===== src/rtl/counting_gen.sv =====
// counting_gen: 01/10/11 run-length symbol source on a valid/ready stream.
// Optional COUNTING_GEN_REPEAT_EN: rep port, repeated passes with 00 gap beats.
module counting_gen #(
  parameter int LEN_W = 4
) (
  input  logic             clk,
  input  logic             rst_n,
  input  logic             start,
  input  logic [LEN_W-1:0] len1,
  input  logic [LEN_W-1:0] len2,
  input  logic [LEN_W-1:0] len3,
`ifdef COUNTING_GEN_REPEAT_EN
  input  logic [LEN_W-1:0] rep,
`endif
  input  logic             num_ready,
  output logic             num_valid,
  output logic [1:0]       num,
  output logic             busy,
  output logic             done
);

  typedef enum logic [2:0] {
    IDLE, LOAD, S1, S2, S3, GAP, FIN
  } state_t;

  state_t           state_q, state_d;
  logic [LEN_W-1:0] len1_q, len1_d;
  logic [LEN_W-1:0] len2_q, len2_d;
  logic [LEN_W-1:0] len3_q, len3_d;
  logic [LEN_W-1:0] cnt_q, cnt_d;
  logic             valid_q, valid_d;
  logic [1:0]       num_q, num_d;
  logic             busy_q, busy_d;
  logic             done_q, done_d;
`ifdef COUNTING_GEN_REPEAT_EN
  logic [LEN_W-1:0] rep_q, rep_d;
`endif

  state_t pass_end, from_s1, from_s2, from_s3;
  logic   accept, last, load_cnt;

  // Skip chain: first non-empty segment at or after a given one.
  always_comb begin
`ifdef COUNTING_GEN_REPEAT_EN
    pass_end = (rep_q != '0) ? GAP : FIN;
`else
    pass_end = FIN;
`endif
    from_s3 = (len3_q != '0) ? S3 : pass_end;
    from_s2 = (len2_q != '0) ? S2 : from_s3;
    from_s1 = (len1_q != '0) ? S1 : from_s2;
  end

  assign accept = valid_q & num_ready;
  assign last   = (cnt_q == LEN_W'(1));

  always_comb begin
    state_d  = state_q;
    len1_d   = len1_q;
    len2_d   = len2_q;
    len3_d   = len3_q;
    cnt_d    = cnt_q;
    load_cnt = 1'b0;
`ifdef COUNTING_GEN_REPEAT_EN
    rep_d    = rep_q;
`endif
    unique case (state_q)
      IDLE: begin
        if (start) begin
          len1_d  = len1;
          len2_d  = len2;
          len3_d  = len3;
`ifdef COUNTING_GEN_REPEAT_EN
          rep_d   = rep;
`endif
          state_d = LOAD;
        end
      end
      LOAD: begin
        state_d  = from_s1;
        load_cnt = 1'b1;
      end
      S1: begin
        if (accept) begin
          if (last) begin
            state_d  = from_s2;
            load_cnt = 1'b1;
          end else begin
            cnt_d = cnt_q - LEN_W'(1);
          end
        end
      end
      S2: begin
        if (accept) begin
          if (last) begin
            state_d  = from_s3;
            load_cnt = 1'b1;
          end else begin
            cnt_d = cnt_q - LEN_W'(1);
          end
        end
      end
      S3: begin
        if (accept) begin
          if (last) begin
            state_d  = pass_end;
            load_cnt = 1'b1;
          end else begin
            cnt_d = cnt_q - LEN_W'(1);
          end
        end
      end
      GAP: begin
        if (accept) begin
          state_d  = from_s1;
          load_cnt = 1'b1;
        end
      end
      FIN: state_d = IDLE;
      default: state_d = IDLE;
    endcase

    if (load_cnt) begin
      unique case (state_d)
        S1:      cnt_d = len1_q;
        S2:      cnt_d = len2_q;
        S3:      cnt_d = len3_q;
        default: cnt_d = '0;
      endcase
    end

`ifdef COUNTING_GEN_REPEAT_EN
    if (state_d == GAP && state_q != GAP)
      rep_d = rep_q - LEN_W'(1);
`endif
  end

  // Outputs are registered copies decoded from the next state.
  always_comb begin
    valid_d = 1'b0;
    num_d   = 2'b00;
    busy_d  = 1'b0;
    done_d  = 1'b0;
    unique case (1'b1)
      (state_d == S1):   begin valid_d = 1'b1; num_d = 2'b01; end
      (state_d == S2):   begin valid_d = 1'b1; num_d = 2'b10; end
      (state_d == S3):   begin valid_d = 1'b1; num_d = 2'b11; end
      (state_d == GAP):  valid_d = 1'b1;
      (state_d == FIN):  done_d = 1'b1;
      default: ;
    endcase
    busy_d = (state_d != IDLE) && (state_d != FIN);
  end

  always_ff @(posedge clk) begin
    if (!rst_n) begin
      state_q <= IDLE;
      len1_q  <= '0;
      len2_q  <= '0;
      len3_q  <= '0;
      cnt_q   <= '0;
      valid_q <= 1'b0;
      num_q   <= 2'b00;
      busy_q  <= 1'b0;
      done_q  <= 1'b0;
`ifdef COUNTING_GEN_REPEAT_EN
      rep_q   <= '0;
`endif
    end else begin
      state_q <= state_d;
      len1_q  <= len1_d;
      len2_q  <= len2_d;
      len3_q  <= len3_d;
      cnt_q   <= cnt_d;
      valid_q <= valid_d;
      num_q   <= num_d;
      busy_q  <= busy_d;
      done_q  <= done_d;
`ifdef COUNTING_GEN_REPEAT_EN
      rep_q   <= rep_d;
`endif
    end
  end

  assign num_valid = valid_q;
  assign num       = num_q;
  assign busy      = busy_q;
  assign done      = done_q;

endmodule


===== config.mk =====
export PLATFORM = sky130hd
export DESIGN_NAME = counting_gen
export DESIGN_NICKNAME = d
export VERILOG_FILES = /design/src/rtl/counting_gen.sv
export SDC_FILE = /design/constraint.sdc
export NUM_CORES = 1
export LEC_CHECK = 0
export BUFFER_PORTS_ARGS = -buffer_cell sky130_fd_sc_hd__buf_2
export CAP_MARGIN = 5
export CORE_MARGIN = 1.5
export CORE_UTILIZATION = 58
export CTS_CLUSTER_SIZE = 10
export DETAILED_ROUTE_END_ITERATION = 10
export PLACE_DENSITY = 0.81
export SYNTH_ARGS = -nofsm -noshare
export SYNTH_HDL_FRONTEND = slang
export SYNTH_SLANG_ARGS = --single-unit

===== constraint.sdc =====
create_clock -name clk -period 4.3 [get_ports clk]
set_clock_uncertainty 0.1 [all_clocks]
set_input_delay 0.43 -clock clk [delete_from_list [all_inputs] [get_ports clk]]
set_output_delay 0.43 -clock clk [all_outputs]
set_load 0.1 [all_outputs]

==> summary.md <==
| Metric | Value |
|---|---|
| PortBufs | `20` |
| Synth async-reset ratio | `0%` |
| Die Wd | `49.24 µm` |
| Total number of vias | `between 1,000 and 1,500` |
| Finished Cell Area | `0.001396 mm²` |
| Cts bufs inserted | `3` |
| Top cell types by occurrence after synthesis | `nand2_1, dfxtp_1, a21oi_1` |
| Crit path required time | `between 4000 and 5000 ps` |
| Post-synth EDFFs | `0` |
| Largest net degree at the start of global routing | `19` |
| Leakage power | `between 0.5 and 0.6 nW` |
| Hold_sp | `len1[3]` |
| Crit-path slowest cell | `or3b_1` |
| Slew HR | `approximately a third` |
| Max rail drop VDD | `0.4257 mV` |
| CP Max Fanout | `8` |
| Clk slew on worst S/H paths | `approximately 130 ps` |
| Max_cap viols | `0` |
| Yosys top cell by area | `dfxtp_1` |
| Post-route setup slack | `~1600 ps` |
| Filler cells | `175` |
| Setup_tns | `0 ps` |
| Seq/Total Area, Yosys | `around two fifths` |
| Top-count cell post-synth | `nand2_1` |
| Syn Inst Count | `150` |
| R2R depth | `8` |
| Die Area | `roughly 0.0024 mm²` |
| Pre-CTS WS | `1636 ps` |
| Worst-Margin Slew | `between 900 and 1000 ps` |
| Area Overhead vs Synth | `12.61%` |
| CP peak stage delay | `approximately 470 ps` |
| First-pass GRT wire length | `between 4000 and 5000 µm` |
| Crit path buffers/inverters | `0` |
| Clk_lat worst skew | `~320 ps` |
| Worst Setup Path Type | `register to register` |
| Worst Path Arrival | `2900 ps` |
| Worst reg-to-reg setup slack | `1570 ps` |
| RePlAce Congestion | `between 0.8 and 0.9` |
| Antenna Diode Count | `0` |
| Final setup vio count | `0` |
| Detail Placement HPWL | `about 2100 µm` |
| Drt first pass iters | `4` |
| Crit path from | `cnt_q[0]` |
| Root Driver | `clkbuf_4` |
| Nets | `~190` |
| Tmin final | `2730 ps` |
| H-tree lvl count | `1` |
| FF-to-FF End | `cnt_q[0]` |
| Post-CTS sizing | `0` |
| Syn_nets | `168` |
| DR WL/cell | `about 14 µm` |
| Worst hold-check path type | `input pin to register` |
| Share of layout cells above drive strength 1 | `a little over 20%` |
| Syn. warnings | `0` |
| Initial Util | `62.56%` |
| Final Hold Viols | `0` |
| Post-synth top area share | `between 30% and 40%` |
| Io pins | `21` |
| Worst Setup End Kind | `register` |
| Post-placement cell area | `between 0.001 and 0.0015 mm²` |
| Crit-path leading delay family | `compound AO/OA/AOI/OAI gates` |
| Initial antenna violation count | `0` |
| Core Rows | `16` |
| GRT Total Usage | `25.58%` |
| Hold-fix buffers, CTS | `0` |
| Launch point of the worst reg-to-reg path | `cnt_q[0]` |
| Placed instance count | `~190` |
| Synth Register Bits | `24` |
| WHS | `225.8 ps` |
| Antenna Violating Nets Remaining | `0` |
| Startpoint types | `register` |
| Post-Layout Cell Count | `195` |
| Top cells by area, synth | `dfxtp_1, nand2_1, a21oi_1` |
| Pwr per Cell Area | `a little over 700 mW/mm²` |
| Distinct cell type count of the synthesized netlist | `between 40 and 50` |
| Final-report max-slew violation count | `0` |
| Total gr overflow | `0` |
| Crit share post-route | `between 60% and 70%` |
| # clock sinks | `24` |
| Final Util | `70.45%` |
| Clk buf depth | `2` |
| FMAX | `roughly 0.37 GHz` |
| Vias per cell | `about 6` |
| Post-synthesis average cell area | `between 8 and 9 µm²` |
| RSZ-0062 raised after global routing | `no` |
| Residual DRC | `0` |
| CP Cell Sequence | `ha_1 -> or3b_1 -> o32a_1 -> o211ai_2 -> nor2b_1 -> a32oi_1 -> a21boi_1 -> o221a_2` |
| Initial DRC count | `39` |
| Core ar. | `about 0.0020 mm²` |
| Die height | `around 49 µm` |
| Total power draw | `about 1000 µW` |
| Status | `finished, final reports clean` |
| Final WL | `2759 µm` |
| Hold path depth | `3` |
| Post-CTS Setup Inserts | `0` |
| CTS tree | `yes` |
| Vias in the first global route | `about 1,100` |
| Hold Path Sink | `len1_q[3]` |
| Post-Synthesis Cell Area | `approximately 0.0012 mm²` |
| Most used DFF post-synth | `dfxtp_1` |
how the worst max path moves through the flow:
stage	end	slack [ps]	cells past startpoint
CTS	cnt_q[0]	1590	8
floorplan	cnt_q[0]	1560	7
finish	cnt_q[0]	1570	8
global route	cnt_q[0]	1420	8
global placement	cnt_q[0]	1770	8
detailed placement	cnt_q[0]	1640	8
where the power goes:
part / switching [mW] / total (mW) / internal (mW)
sequential: 0.0598 / 0.343 / 0.283
combinational: 0.359 / 0.536 / 0.177
clock: 0.0688 / 0.121 / 0.0519
total: 0.488 / 1.00 / 0.512
area by class of cell:
class	instances	area (µm²)	share of cell area, %
well taps	27	33.78	2.419
flip-flops and latches	24	480.5	34.41
clock buffers	4	36.28	2.599
multi-input cells	114	719.4	51.52
inverters	5	18.77	1.344
repair buffers	21	107.6	7.706
state kept, by name (all words and copies together) (netlist names):
register / flops
cnt_q: 4
done: 1
len1_q: 4
num_valid: 1
state_q: 3
len3_q: 4
len2_q: 4
busy: 1
num: 2
layer usage:
layer	part of all wire [%]	GRT usage [%]	wire length [µm]
met1	44	32.05	1219
met2	49	43.02	1348
met4	1.7	10.95	46
met5	0	0	0
met3	5.2	4.294	144
worst min-delay path: stages:
cell and delay, ps:
buf_2 90, nand2_1 40, a21oi_1 50
cell families after synthesis:
family	Yosys count	share of synthesized area (%)
buf+inv	12	3.732
fa+ha+maj	2	2.018
flops	24	38.75
compound gates	50	29.06
xor+xnor	1	0.7065
simple gates	61	25.73
cell usage in the layout (no fill, tap or decap), drive strengths merged, types with 2 or more instances in the layout:
cell,Yosys,layout
a211oi,2,2
a21oi,15,15
a22o,4,4
and2,4,4
buf,1,21
clkbuf,6,4
dfxtp,24,24
ha,2,2
inv,4,4
nand2,27,27
nand2b,3,3
nor2,6,6
nor2b,3,3
nor3,7,7
nor4,2,2
o211ai,2,2
o21ai,8,8
o22ai,3,3
o31ai,2,2
or4,2,2
(Power assumes the default switching activity.)
